## src/rtl/seg7_pkg.sv

```systemverilog
// seg7_pkg: shared constants for the multiplexed seven-segment driver.
// Segment bit order is {a,b,c,d,e,f,g,dp} with a at bit 7.
package seg7_pkg;

   localparam int MAX_DIGITS = 8;

   localparam int SEG_A  = 7;
   localparam int SEG_B  = 6;
   localparam int SEG_C  = 5;
   localparam int SEG_D  = 4;
   localparam int SEG_E  = 3;
   localparam int SEG_F  = 2;
   localparam int SEG_G  = 1;
   localparam int SEG_DP = 0;

   // Logical (active-high) {a..g} patterns for hex digits 0..F
   localparam logic [6:0] HEX_LUT [16] = '{
      7'h7E, 7'h30, 7'h6D, 7'h79,
      7'h33, 7'h5B, 7'h5F, 7'h70,
      7'h7F, 7'h7B, 7'h77, 7'h1F,
      7'h4E, 7'h3D, 7'h4F, 7'h47
   };

endpackage

```

## src/rtl/seg7_hex_decode.sv

```systemverilog
// seg7_hex_decode: combinational nibble + dp to logical segment pattern.
// Blanking and pin polarity are handled by the caller.
module seg7_hex_decode
   import seg7_pkg::*;
(
   input  logic [3:0] nibble_i,
   input  logic       dp_i,
   output logic [7:0] seg_o
);

   always_comb begin
      seg_o = '0;
      seg_o[SEG_A:SEG_G] = HEX_LUT[nibble_i];
      seg_o[SEG_DP] = dp_i;
   end

endmodule

```

## src/rtl/seg7_mux_driver.sv

```systemverilog
// seg7_mux_driver: double-buffered, time-multiplexed N-digit 7-seg scanner.
// Optional `LEADING_ZERO_BLANK_EN darkens leading zero digits above digit 0.
module seg7_mux_driver
   import seg7_pkg::*;
#(
   parameter int N_DIGITS    = 4,
   parameter int REFRESH_DIV = 50000,
   parameter int ACTIVE_LOW  = 1
) (
   input  logic                  clk,
   input  logic                  rst,
   input  logic [4*N_DIGITS-1:0] value,
   input  logic [N_DIGITS-1:0]   dp_in,
   input  logic [N_DIGITS-1:0]   blank,
   input  logic                  load,
   output logic [7:0]            seg,
   output logic [N_DIGITS-1:0]   an,
   output logic                  frame_tick
);

   localparam int PW = $clog2(REFRESH_DIV);
   localparam int IW = (N_DIGITS > 1) ? $clog2(N_DIGITS) : 1;
   localparam logic [PW-1:0] P_LAST = PW'(REFRESH_DIV - 1);
   localparam logic [IW-1:0] I_LAST = IW'(N_DIGITS - 1);
   localparam logic POL = (ACTIVE_LOW != 0);

   logic [PW-1:0] p_q, p_d;
   logic [IW-1:0] idx_q, idx_d;

   logic [4*N_DIGITS-1:0] sh_val_q, ds_val_q;
   logic [N_DIGITS-1:0]   sh_dp_q, ds_dp_q;
   logic [N_DIGITS-1:0]   sh_bl_q, ds_bl_q;

   logic [7:0]          seg_q, seg_d;
   logic [N_DIGITS-1:0] an_q, an_d;
   logic                tick_q, tick_d;

   logic term, frame;
   logic [3:0] cur_nib;
   logic cur_dp, cur_bl, cur_lz;
   logic [N_DIGITS-1:0] lz;
   logic [7:0] dec_seg;

   assign term  = (p_q == P_LAST);
   assign frame = term && (idx_q == I_LAST);

   always_comb begin
      p_d   = term ? '0 : p_q + PW'(1);
      idx_d = idx_q;
      if (term) begin
         idx_d = (idx_q == I_LAST) ? '0 : idx_q + IW'(1);
      end
   end

`ifdef LEADING_ZERO_BLANK_EN
   logic zero_hi;

   // A digit is a leading zero when it and every digit above it are zero
   always_comb begin
      lz = '0;
      zero_hi = 1'b1;
      for (int k = N_DIGITS - 1; k >= 0; k--) begin
         zero_hi = zero_hi & (ds_val_q[4*k +: 4] == 4'h0);
         if (k != 0) lz[k] = zero_hi;
      end
   end
`else
   assign lz = '0;
`endif

   always_comb begin
      cur_nib = '0;
      cur_dp  = 1'b0;
      cur_bl  = 1'b0;
      cur_lz  = 1'b0;
      for (int k = 0; k < N_DIGITS; k++) begin
         if (idx_q == IW'(k)) begin
            cur_nib = ds_val_q[4*k +: 4];
            cur_dp  = ds_dp_q[k];
            cur_bl  = ds_bl_q[k];
            cur_lz  = lz[k];
         end
      end
   end

   seg7_hex_decode u_dec (
      .nibble_i (cur_nib),
      .dp_i     (cur_dp),
      .seg_o    (dec_seg)
   );

   // p = 0 is the anti-ghost dead cycle between slots
   always_comb begin
      seg_d  = '0;
      an_d   = '0;
      tick_d = frame;
      if (p_q != '0) begin
         for (int k = 0; k < N_DIGITS; k++) begin
            if (idx_q == IW'(k)) an_d[k] = 1'b1;
         end
         if (cur_bl) begin
            seg_d = '0;
         end else if (cur_lz) begin
            seg_d[SEG_DP] = cur_dp;
         end else begin
            seg_d = dec_seg;
         end
      end
   end

   always_ff @(posedge clk) begin
      if (rst) begin
         p_q      <= '0;
         idx_q    <= '0;
         sh_val_q <= '0;
         sh_dp_q  <= '0;
         sh_bl_q  <= '0;
         ds_val_q <= '0;
         ds_dp_q  <= '0;
         ds_bl_q  <= '0;
         seg_q    <= {8{POL}};
         an_q     <= {N_DIGITS{POL}};
         tick_q   <= 1'b0;
      end else begin
         p_q   <= p_d;
         idx_q <= idx_d;
         if (load) begin
            sh_val_q <= value;
            sh_dp_q  <= dp_in;
            sh_bl_q  <= blank;
         end
         // Reload takes the pre-load shadow when load coincides
         if (frame) begin
            ds_val_q <= sh_val_q;
            ds_dp_q  <= sh_dp_q;
            ds_bl_q  <= sh_bl_q;
         end
         seg_q  <= seg_d ^ {8{POL}};
         an_q   <= an_d ^ {N_DIGITS{POL}};
         tick_q <= tick_d;
      end
   end

   assign seg        = seg_q;
   assign an         = an_q;
   assign frame_tick = tick_q;

endmodule

```

## config.mk

```make
export PLATFORM = sky130hd
export DESIGN_NAME = seg7_mux_driver
export DESIGN_NICKNAME = d
export VERILOG_FILES = /design/src/rtl/seg7_pkg.sv /design/src/rtl/seg7_hex_decode.sv /design/src/rtl/seg7_mux_driver.sv
export SDC_FILE = /design/constraint.sdc
export NUM_CORES = 1
export LEC_CHECK = 0
export ABC_AREA = 1
export ABC_CLOCK_PERIOD_IN_PS = 3650
export BUFFER_PORTS_ARGS = -buffer_cell sky130_fd_sc_hd__buf_4
export CAP_MARGIN = 30
export CORE_MARGIN = 4
export CORE_UTILIZATION = 55
export DETAILED_ROUTE_END_ITERATION = 12
export PLACE_DENSITY = 0.8
export SLEW_MARGIN = 20
export SYNTH_ARGS = -nofsm -noshare
export SYNTH_HDL_FRONTEND = slang
export SYNTH_SLANG_ARGS = --single-unit
export TNS_END_PERCENT = 100
```

## constraint.sdc

```tcl
create_clock -name clk -period 3.65 [get_ports clk]
set_clock_uncertainty 0.1 [all_clocks]
set_input_delay 0 -clock clk [delete_from_list [all_inputs] [get_ports clk]]
set_output_delay 0 -clock clk [all_outputs]
set_load 0.05 [all_outputs]
```

# --- Yosys cells after proc, flatten, opt, wreduce, memory -nomap -nowiden ---
# Memories as Yosys holds them, arrays and structs flattened.
# Index checks and enable logic that the tools add are counted.
op_classes:
  addsub: 2
  order_cmp: 1
  n_eq_ne: 4
  mux: 22
  n_bitwise: 3
  n_reduce_logical: 4
op_table:
  columns: ["operator", "n"]
  rows:
  - ["$mux W4", 5]
  - ["$add A16 B1 Y16 const B", 1]
  - ["$eq A16 B16 Y1 const B", 1]
  - ["$mux W8", 2]
  - ["$reduce_bool A16 Y1", 1]
  - ["$mux W7", 2]
  - ["$mux W1", 12]
  - ["$not A8 Y8", 1]
  - ["$ge A5 B5 Y1 const B", 1]
  - ["$not A4 Y5", 1]
  - ["$eq A2 B2 Y1 const B", 2]
  - ["$not A4 Y4", 1]
  - ["$add A2 B1 Y2 const B", 1]
  - ["$eq A2 B1 Y1 const B", 1]
  - ["$logic_not A2 Y1", 1]
  - ["$mux W2", 1]
  - ["$reduce_or A2 Y1", 1]
  - ["$logic_and A1 B1 Y1", 1]
word_totals:
  register_bits: 79
  rom_bits: 112
  out_inout_bits: 13
  wordCells: 48
  n_memories: 1
memory_table:
  columns: ["name", "words", "width", "read_ports", "rd_ports_with_merged_regs", "write_ports", "line", "source"]
  rows:
  - ["(name not given)", 16, 7, 1, 0, 0, "seg7_hex_decode.sv:13", "seg_o[SEG_A:SEG_G] = HEX_LUT[nibble_i];"]

# --- Logic depth before layout (Yosys ltp) ---
# Gate-level depths: netlist of run 1.
depth:
  ltp_word: 12
  ltp_mapped: 15

# --- By module ---
# A second synthesis of run 1 with hierarchy kept.
hier_totals:
  hier_cells: 495
  area_unflattened_um2: 3621.0
modules_own_cells:
  columns: ["mod", "n_inst", "cells_each", "area_each_um2", "seq_area_each_um2"]
  rows:
  - ["seg7_mux_driver", 1, 442, 3343.2, 1581.5]
  - ["seg7_hex_decode", 1, 53, 277.8, 0.0]

# --- Least setup slack after synthesis of run 1 ---
# Ideal clock, no wire load.
synth_path:
  path_kind: "register -> register"
  startpoint: "register idx_q[0]"
  endpoint: "register seg_q[4] (netlist: seg[4])"
  setup_ns: 0.124
  arrival_time_ns: 1.668
  required_ns: 3.426
  slack_ns: 1.758
  path_stages_with_launch: 13
  period_less_slack_ns: 1.892
  path_cell_list: "dfxtp_1 inv_1 ha_1 buf_4 a21oi_1 nand2_1 nand2_1 inv_1 ha_1 inv_1 nand2_1 nand3_1 nand3_1"
synth_via:
  elab_chain_cells: 12
synth_lines:
  columns: ["element", "line", "source"]
  rows:
  - ["start, declared", "seg7_mux_driver.sv:28", "logic [IW-1:0] idx_q, idx_d;"]
  - ["start signal, assigned", "seg7_mux_driver.sv:126", "idx_q <= idx_d;"]
  - ["$logic_not A2 Y1", "seg7_mux_driver.sv:77", "if (idx_q == IW'(k)) begin"]
  - ["$mux W4 (4 in a row)", "seg7_mux_driver.sv:77", null]
  - ["$not A4 Y5 (not written as such)", "seg7_hex_decode.sv:13", null]
  - ["$mem_v2 Z16 W7", null, null]
  - ["$mux W7 (not written as such) (2 in a row)", "seg7_hex_decode.sv:13", null]
  - ["$mux W8 *", "seg7_mux_driver.sv:101", "if (cur_bl) begin"]
  - ["$mux W8 *", "seg7_mux_driver.sv:97", "if (p_q != '0) begin"]
  - ["$not A8 Y8 (no line) *", null, null]
  - ["end signal, assigned", "seg7_mux_driver.sv:121", "seg_q <= {8{POL}};"]
  - ["end signal, assigned", "seg7_mux_driver.sv:138", "seg_q <= seg_d ^ {8{POL}};"]
  - ["end, declared", "seg7_mux_driver.sv:34", "logic [7:0] seg_q, seg_d;"]
# Mark *: on every way between the ends. The rest lies on a longest branch, timed or not. The select of a mux whose other input is x is not followed.
# A chain may end at the register's enable or synchronous reset.

# --- Worst setup path after layout of run 1 ---
layout_path:
  startpoint: "register idx_q[0]"
  endpoint: "register seg_q[6] (netlist: seg[6])"
# Same word-level chain as after synthesis.

==> impl_metrics.ini, run 1 <==
[run_status]
status = completed

[finish]
drive_gt1_frac = 0.189
final_area_um2 = 4370
seq_area_um2 = 1580
n_antenna_cell = 0
fill_cells = 467
nets = 557
areaGrowthSynthToFinish_pct = 24.1
multiInputGateArea_um2 = 1610

[setup_path]
cp-start-kind = flip-flop
crit_buf_inv = 4
end_kind = flip-flop
endpoint = seg[6]
worstSetupStartpoint = idx_q[0]
cp_max_fo = 9
reg2reg_depth = 13
slowest_delay_ns = 0.38
reg2reg_from = idx_q[0]
reg2reg_to = seg[6]
arrival_ns = 2.32
slowest_stage = ha_1
critPathMostFrequentCell = nand2_1
criticalPathCategory = flip-flop to flip-flop
cp_cell_sequence = inv_1, ha_1, inv_2, nand3_1, nand2_1, nand2_1, inv_1, ha_1, inv_1, nand2_1, nand2_1, nand2_1, nand2_1
worst-path-stages = 13
cp.required_ns = 3.79
cp_top_family = adder cells
r2r_slack_ns = 1.47

[placement]
io_buffers = 39
hpwl_um = 5080
place.gp.congestion = 0.942
dpl-instance-area_um2 = 3820

[timing]
slew_violations = 0
period_share = 0.598
finalHoldViolations = 0
worst_pin_slew_ns = 0.876
finalSetupViolCount = 0
period_minus_slack_ns = 2.18
fmax_mhz = 458
rsz0062_at_grt = no
tns_ns = 0
slew_headroom = 0.415

[die]
fp.dieH_um = 88.0
pin_count = 40
die_w_um = 88.0
core_um2 = 6060
initial_core_util = 0.581
core.rowCount = 28
die-area_um2 = 7740

[global_route]
grt_remaining_overflow = 0
gr-usage-met1 = 0.267
use_met2 = 0.375
grt_max_degree = 35
grt_util_all_layers = 0.218
grt_pass1_vias = 2951
antenna_found_initial = 0
busiest_layer = met2
met3_usage = 0.0546
grt_pass1_wl_um = 13200

[yosys]
syn_inst = 451
syn-num-nets = 490
synth.avg_cell_area_um2 = 7.80
ys_seq_area_frac = 0.449
yosys_warnings = 0
synth_seq_cells = 79
ys_types = 36
netlist_area_um2 = 3520

[clock_network]
clkTransAtPathRegs_ns = 0.08
cts.repair_timing.setup_buffer_count = 0
cts-root-buf = clkbuf_8
cts_sinks = 79
cts_buffers = 9
cts.htree.levels = 3
cts_buffer_depth = 2
insertion_delay_ns = 0.36
cts_tree = yes

[detailed_routing]
totalWireLength_um = 7610
drtAntennaViolNets = 0
via_per_inst = 5.12
drc = 0
dr.pass1.iters = 4
wl_per_cell_um = 12.7
num_vias = 3064
drtIter0Drc = 156

[power_and_ir_drop]
ir_drop_mv = 0.418
powerDensity_nw_per_um2 = 415
leakagePower_uw = 0.00183

[worst_hold_path]
min-delay-start = load
hold_path_class = input pin to flip-flop
whs_path_depth = 3

[job]
drv_cap = 0
state kept, by name, indices dropped and copies added, names as in the netlist, 8 cells and up:
signal	cells
ds_val_q	16
sh_val_q	16
seg	8
p_q	16
synth_stat cells:
library cell | number | area (um2)
a211oi_1 | 2 | 15.0
a21oi_1 | 43 | 215
a21oi_2 | 2 | 17.5
buf_2 | 3 | 15.0
buf_4 | 2 | 15.0
buf_6 | 4 | 45.0
clkbuf_1 | 7 | 26.3
clkinv_1 | 1 | 3.75
dfxtp_1 | 79 | 1580
ha_1 | 12 | 150
inv_1 | 57 | 214
inv_2 | 2 | 7.51
nand2_1 | 99 | 372
nand2_2 | 5 | 31.3
nand2_4 | 2 | 22.5
nand3_1 | 25 | 125
nand3_2 | 1 | 10.0
nand3_4 | 1 | 17.5
nand4_1 | 5 | 31.3
nor2_1 | 25 | 93.8
nor2_2 | 3 | 18.8
nor2_4 | 4 | 45.0
nor3_1 | 6 | 30.0
nor3_2 | 1 | 10.0
nor3b_1 | 1 | 7.51
nor4_1 | 1 | 6.26
o211ai_1 | 1 | 7.51
o21ai_0 | 28 | 140
o21ai_1 | 2 | 10.0
o21ai_2 | 17 | 149
o221ai_1 | 1 | 8.76
o22ai_2 | 3 | 37.5
or2_0 | 2 | 12.5
or2_1 | 1 | 6.26
or2_2 | 2 | 12.5
xor2_1 | 1 | 8.76
how the worst min path moves through the flow:
stage	endpoint	slack, ns
finish	sh_bl_q[1]	0.02
global route	sh_bl_q[1]	0.04
CTS	sh_bl_q[1]	0.004
detailed placement	idx_q[0]	0.11
global placement	idx_q[0]	0.10
floorplan	idx_q[0]	-0.02
logic make-up after synthesis:
family          after synthesis  synth area share
compound gates               99             0.171
fa+ha+maj                    12            0.0427
flops                        79             0.449
simple gates                184             0.242
buf+inv                      76            0.0928
xor+xnor                      1           0.00249
layer usage:
metal / vias up / routed length, um
met3: 13 / 409
met5: - / 0
met2: 75 / 3720
li1: 1581 / -
met1: 1395 / 3360
met4: 0 / 113
worst register-to-register path, cell delays in order (launching register included):
cell     delay [ns]
dfxtp_1        0.34
inv_1          0.13
ha_1           0.38
inv_2          0.11
nand3_1        0.10
nand2_1        0.06
nand2_1        0.16
inv_1          0.11
ha_1           0.28
inv_1          0.04
nand2_1        0.08
nand2_1        0.06
nand2_1        0.07
nand2_1        0.05
stage by stage:
step / instances / power [uW] / utilization / hold slack (ns) / worst slack, ns
floorplan: 451 / 1010 / - / -0.0215 / 1.76
global placement: 549 / 1050 / 0.628 / 0.105 / 1.65
detailed placement: 550 / 1060 / 0.630 / 0.113 / 1.54
CTS: 598 / 1820 / 0.721 / 0.00358 / 1.50
global route: 598 / 1880 / 0.721 / 0.0447 / 1.26
finish: 598 / 1810 / 0.721 / 0.0203 / 1.47
report_power, final:
part           total (uW)  leakage (uW)  switching (uW)  internal, uW
clock                 743      0.000117             334           409
sequential            900      0.000645            10.3           890
combinational         168       0.00107            94.9          72.9
cell usage in the layout (no fill, tap or decap), types with 4 or more instances in the layout:
| cell | count |
|---|---|
| buf_4 | 39 |
| nor3_1 | 6 |
| nand2_2 | 5 |
| clkbuf_8 | 10 |
| nand4_1 | 5 |
| nand2_1 | 99 |
| o21ai_0 | 28 |
| nor2_1 | 25 |
| a21oi_1 | 43 |
| nor2_4 | 4 |
| dfxtp_1 | 79 |
| o21ai_2 | 17 |
| ha_1 | 12 |
| dlygate4sd3_1 | 32 |
| nand3_1 | 25 |
| inv_1 | 57 |
repair_timing:
action | in CTS | in global routing
gates resized for setup | 0 | 0
hold buffers | 32 | 0
setup endpoints to repair | 0 | 0
hold endpoints to repair | 31 | 0
area by class of cell:
| cell class | count | area share |
|---|---|---|
| Multi-Input combinational cell | 296 | 0.369 |
| Sequential cell | 79 | 0.362 |
| Timing Repair Buffer | 72 | 0.144 |
| Inverter | 60 | 0.0515 |
| Clock buffer | 10 | 0.0315 |
| Tap cell | 75 | 0.0215 |
| Clock inverter | 6 | 0.0209 |
(Power assumes the default switching activity.)
==> run 2: changes to the inputs <==
--- a/config.mk
+++ b/config.mk
@@ -5,8 +5,8 @@
 export SDC_FILE = /design/constraint.sdc
 export NUM_CORES = 1
 export LEC_CHECK = 0
-export ABC_AREA = 1
-export ABC_CLOCK_PERIOD_IN_PS = 3650
+export ABC_AREA = 0
+export ABC_CLOCK_PERIOD_IN_PS = 2300
 export BUFFER_PORTS_ARGS = -buffer_cell sky130_fd_sc_hd__buf_4
 export CAP_MARGIN = 30
 export CORE_MARGIN = 4
==> constraint.sdc (replaced) <==
create_clock -name clk -period 2.3 [get_ports clk]
set_clock_uncertainty 0.1 [all_clocks]
set_input_delay 0 -clock clk [delete_from_list [all_inputs] [get_ports clk]]
set_output_delay 0 -clock clk [all_outputs]
set_load 0.05 [all_outputs]
==> run 2 against run 1 <==
Net effect: via count is 13% lower; non-clock buffer count is 2 higher; setup slack worse by 1.3 ns; clock-buffer cell count is 1 higher; total power is 41% higher; design area is 5.6% lower; core utilization is 2.0 points lower; combinational power is 40% higher; sequential cell count stayed put; area after synthesis is 5.5% lower; final cell count is 13% lower.
==> impl_metrics.ini, run 2 <==
[timing]
rsz0062_at_grt = yes
period_share = 0.933
tns_ns = 0
worst_pin_slew_ns = 0.522
slew_violations = 0
fmax_mhz = 466
finalHoldViolations = 0
slew_headroom = 0.652
period_minus_slack_ns = 2.15
finalSetupViolCount = 0

[yosys]
synthArstFlopShare = 0
syn-num-nets = 418
yosys_warnings = 0
synthTopCellsByCount = dfxtp_1, nand2_1, nor2_1
ys_types = 40
syn_inst = 379
synth_edf_count = 0
yosysTopAreaCellShare = 0.475
ys.flop_type = dfxtp_1
synth.avg_cell_area_um2 = 8.78
synthTopCellsByArea = dfxtp_1, mux2i_1, nand2_1
synth_area_leader_cell = dfxtp_1
yosysMostFrequentCell = dfxtp_1
netlist_area_um2 = 3330
ys_seq_area_frac = 0.475
synth_seq_cells = 79

[die]
die-area_um2 = 7360
core.rowCount = 28
die_w_um = 85.8
pin_count = 40
initial_core_util = 0.565
core_um2 = 5890
fp.dieH_um = 85.8

[detailed_routing]
num_vias = 2669
drtIter0Drc = 133
wl_per_cell_um = 12.8
drtAntennaViolNets = 0
via_per_inst = 5.13
dr.pass1.iters = 4
totalWireLength_um = 6650
drc = 0

[placement]
hpwl_um = 4490
dp.cells = 481
io_buffers = 39
place.gp.congestion = 0.880

[global_route]
grt_pass1_vias = 2542
grt_remaining_overflow = 0
antenna_found_initial = 0
grt_util_all_layers = 0.189
grt_pass1_wl_um = 11100
grt_max_degree = 55

[finish]
areaGrowthSynthToFinish_pct = 24.0
final_core_util = 0.701
final_cell_mix = dfxtp_1, nand2_1, buf_4, nor2_1, a21oi_1
nets = 480
drive_gt1_frac = 0.178
final_common_cell = dfxtp_1
final_cells = 520
n_antenna_cell = 0
top_regs = ds_val_q x16, p_q x16, sh_val_q x16

[setup_path]
cp.required_ns = 2.43
cp_max_fo = 9
end_kind = flip-flop
slowest_delay_ns = 0.35
arrival_ns = 2.28
critPathMostFrequentCell = ha_1
cp-start-kind = flip-flop
criticalPathCategory = flip-flop to flip-flop
slowest_stage = dfxtp_2
cp_cell_sequence = ha_1, a211oi_1, a221oi_2, buf_4, ha_1, mux2_2, a22oi_1, nand2_1

[clock_network]
cts.repair_timing.setup_buffer_count = 0
cts_buffers = 9
cts_buffer_depth = 2
cts-root-buf = clkbuf_8
cts.htree.levels = 3
insertion_delay_ns = 0.35
cts_sinks = 79
clkTransAtPathRegs_ns = 0.08
cts_tree = yes

[worst_hold_path]
hold_path_class = input pin to flip-flop

[run_status]
status = completed

[power_and_ir_drop]
powerDensity_nw_per_um2 = 618
leakagePower_uw = 0.00164
ir_drop_mv = 0.437

[job]
drv_cap = 0
==> run 2: layout make-up <==
| type | count | area (um2) |
|---|---|---|
| fillers | 441 | 1760 |
| multi-input cells | 267 | 1620 |
| clock buffers | 11 | 141 |
| repair buffers | 74 | 628 |
| flip-flops and latches | 79 | 1580 |
| clock inverters | 4 | 22.5 |
| well taps | 75 | 93.8 |
| inverters | 10 | 37.5 |
==> run 2: path summary, 6_finish.rpt <==
| check | startpoint | to | slack, ns | cells after the start |
|---|---|---|---|---|
| max reg2reg | idx_q[0] | seg[1] | 0.15 | 8 |
| max | idx_q[0] | seg[1] | 0.15 | 8 |
| min reg2reg | sh_val_q[12] | ds_val_q[12] | 0.36 | 2 |
| min | rst | sh_dp_q[2] | 0.009 | 2 |
==> run 2: cell families after synthesis <==
family,synth area share
adder cells (fa/ha/maj),0.0451
buffers and inverters,0.0451
AO/OA/AOI/OAI,0.0831
AND/OR/NAND/NOR,0.223
XOR/XNOR,0.0369
flip-flops,0.475
multiplexers,0.0910
==> run 2: worst max-delay path: cells and delay by family (launching register included) <==
| kind | cells | cell delay, ns |
|---|---|---|
| adders and majority gates | 2 | 0.54 |
| and+or+nand+nor | 1 | 0.07 |
| muxes | 1 | 0.27 |
| DFF | 1 | 0.35 |
| AOI/OAI and AO/OA | 3 | 0.54 |
| buffers and inverters | 1 | 0.17 |
==> run 2: power by group <==
part | internal, uW | total, uW | switching, uW
logic | 112 | 236 | 124
registers | 1410 | 1430 | 24.0
clock network | 410 | 878 | 468
total | 1930 | 2550 | 615
==> run 2: metrics by stage <==
step,setup slack (ns),hold slack [ns],instance area (um2),total power [uW]
4_1_cts,0.0433,0.00468,4120,2560
2_1_floorplan,0.0224,0.0472,3350,1600
6_report,0.153,0.00940,4120,2550
3_3_place_gp,0.143,0.132,3710,1670
3_5_place_dp,0.0666,0.141,3710,1670
5_1_grt,-0.00992,0.0292,4120,2640
==> run 2: repair_timing <==
| action | 4_1_cts | 5_1_grt |
|---|---|---|
| hold endpoints to repair | 24 | 0 |
| setup endpoints to repair | 0 | 4 |
| gates resized for setup | 0 | 5 |
| hold buffers | 24 | 0 |
==> run 2: layer usage <==
| layer | vias to the layer above | wire length, um | GRT usage |
|---|---|---|---|
| met1 | 1230 | 3120 | 0.222 |
| met2 | 41 | 3160 | 0.320 |
| met3 | 13 | 220 | 0.0403 |
| met5 | - | 0 | 0 |
| li1 | 1385 | - | - |
| met4 | 0 | 149 | 0.101 |
==> run 3: changes to the inputs <==
--- a/config.mk
+++ b/config.mk
@@ -12,9 +12,11 @@
 export CORE_MARGIN = 4
 export CORE_UTILIZATION = 55
 export DETAILED_ROUTE_END_ITERATION = 12
+export MAX_ROUTING_LAYER = met4
 export PLACE_DENSITY = 0.8
 export SLEW_MARGIN = 20
 export SYNTH_ARGS = -nofsm -noshare
 export SYNTH_HDL_FRONTEND = slang
+export SYNTH_HIERARCHICAL = 1
 export SYNTH_SLANG_ARGS = --single-unit
 export TNS_END_PERCENT = 100
==> run 3 against run 2 <==
Net effect: non-clock buffer count up 9; maximum frequency down 5.6%; final cell count shrank 0.77%; critical path depth up 4; critical path type unchanged.
==> impl_metrics.ini, run 3 <==
[setup_path]
end_kind = flip-flop
criticalPathCategory = flip-flop to flip-flop
cp_top_family = multiplexers
cp.required_ns = 2.50
cp_max_fo = 6
slowest_stage = mux4_1
cp_cell_sequence = inv_2, ha_4, buf_4, nand2_1, a21oi_2, a21oi_1, o21ai_2, inv_2, ha_1, inv_1, mux4_1, nand2_1
arrival_ns = 2.47
worstSetupStartpoint = idx_q[1]
crit_buf_inv = 4
cp-start-kind = flip-flop
slowest_delay_ns = 0.49
reg2reg_from = idx_q[1]

[detailed_routing]
wl_per_cell_um = 15.0
totalWireLength_um = 7730
drtIter0Drc = 103
drtAntennaViolNets = 0
drc = 0
dr.pass1.iters = 4
via_per_inst = 5.39
num_vias = 2781

[power_and_ir_drop]
powerDensity_nw_per_um2 = 610
leakagePower_uw = 0.00171
ir_drop_mv = 0.491

[yosys]
yosysTopAreaCellShare = 0.459
synth_compound_area_frac = 0.0545
ys.flop_type = dfxtp_1
syn_inst = 363
synth.area.mux_share = 0.163
synthTopCellsByCount = dfxtp_1, nor2_1, mux2i_1
synth.avg_cell_area_um2 = 9.49
syn-num-nets = 403
yosys_warnings = 6
synthArstFlopShare = 0
yosys.area_share.simple = 0.186
ys_seq_area_frac = 0.459
synth_area_leader_cell = dfxtp_1
ys_types = 42
netlist_area_um2 = 3440
synth_xor_area_frac = 0.0331
synthTopCellsByArea = dfxtp_1, mux2i_1, nor2_1
synth_edf_count = 0
synth_top_family_by_area = simple AND/OR/NAND/NOR gates
yosysMostFrequentCell = dfxtp_1
synth_seq_cells = 79
synth_fa_ha_area_frac = 0.0472

[global_route]
grt_pass1_wl_um = 12500
grt_max_degree = 55
grt_remaining_overflow = 0
grt_util_all_layers = 0.217
grt_pass1_vias = 2720
antenna_found_initial = 0

[placement]
place.gp.congestion = 0.776
io_buffers = 39
hpwl_um = 4680
dpl-instance-area_um2 = 3820

[finish]
seq_area_um2 = 1590
final_cell_mix = dfxtp_1, nor2_1, buf_4, mux2i_1, nand2_1
fill_cells = 431
n_antenna_cell = 0
top_regs = ds_val_q x16, p_q x16, sh_val_q x16
areaGrowthSynthToFinish_pct = 27.7
final_common_cell = dfxtp_1
multiInputGateArea_um2 = 1750
nets = 476
final_area_um2 = 4400
drive_gt1_frac = 0.229

[timing]
finalSetupViolCount = 0
slew_headroom = 0.629
worst_pin_slew_ns = 0.557
holdWs_ns = 0.00306
period_share = 0.988
rsz0062_at_grt = yes
slew_violations = 0
finalHoldViolations = 0
fmax_mhz = 440
period_minus_slack_ns = 2.27

[die]
pin_count = 40
die-area_um2 = 7590
core_um2 = 5990
die_w_um = 87.1
initial_core_util = 0.575
core.rowCount = 28
fp.dieH_um = 87.1

[clock_network]
cts_buffer_depth = 2
cts_sinks = 79
cts_buffers = 9
insertion_delay_ns = 0.36
cts.htree.levels = 3
cts_tree = yes
cts-root-buf = clkbuf_8
clkTransAtPathRegs_ns = 0.08

[run_status]
status = completed

[worst_hold_path]
hold_path_class = input pin to flip-flop
min-delay-start = rst

[job]
drv_cap = 0
## run 3: path summary, 6_finish.rpt
check                     to  slack, ns  depth (start not counted)
hold reg to reg       p_q[0]       0.39                          1
hold / removal    sh_dp_q[1]      0.003                          2
setup / recovery      seg[4]       0.03                         12
setup reg to reg      seg[4]       0.03                         12
## run 3: timing repair
item	in CTS	in global routing
pin swaps	2	3
hold endpoints to repair	24	0
setup buffers	1	7
hold buffers	24	0
gates resized for setup	3	18
endpoints found under the setup margin	2	24
## run 3: final cells by class
| cell class | count | area share |
|---|---|---|
| flip-flops and latches | 79 | 0.361 |
| multi-input cells | 247 | 0.399 |
| clock buffers | 12 | 0.0330 |
| well taps | 75 | 0.0213 |
| inverters | 16 | 0.0137 |
| clock inverters | 4 | 0.0102 |
| repair buffers | 83 | 0.162 |
## run 3: logic make-up (layout without fill, tap and decap cells)
kind of cell	Yosys count	count (layout)
AO/OA/AOI/OAI	31	31
XOR/XNOR	13	13
adder cells (fa/ha/maj)	13	13
buffers and inverters	37	115
flip-flops	79	79
multiplexers	54	54
AND/OR/NAND/NOR	136	136
## run 3: power by group
| part | internal, uW | leakage (uW) | switching [uW] |
|---|---|---|---|
| logic | 111 | 0.000964 | 126 |
| registers | 1410 | 0.000645 | 23.9 |
| clock network | 526 | 0.000100 | 488 |
| total | 2050 | 0.00171 | 637 |
## run 3: metrics by stage
step / worst slack [ns] / std cells / total power, uW / TNS (ns) / util
final: 0.0265 / 516 / 2680 / 0 / 0.734
after global routing: -0.0731 / 516 / 2780 / -0.197 / 0.734
after CTS: 0.00406 / 509 / 2690 / 0 / 0.713
after detailed placement: -0.0512 / 468 / 1670 / -0.0512 / 0.637
after global placement: 0.0868 / 468 / 1660 / 0 / 0.637
after floorplan: 0.00983 / 363 / 1590 / 0 / -
## run 3: routing by layer
layer / part of all wire / GRT usage / vias up
met4: 0.042 / 0.114 / 0
met3: 0.047 / 0.0539 / 32
met1: 0.42 / 0.255 / 1299
li1: - / - / 1369
met5: 0 / - / -
met2: 0.49 / 0.344 / 81
## run 3: worst reg2reg max path, delay by kind of cell, from the launching register on
kind / cells / cell delay, ns
muxes: 1 / 0.49
adders and majority gates: 2 / 0.44
buffers and inverters: 4 / 0.40
DFF: 1 / 0.35
AOI/OAI and AO/OA: 3 / 0.31
and+or+nand+nor: 2 / 0.14
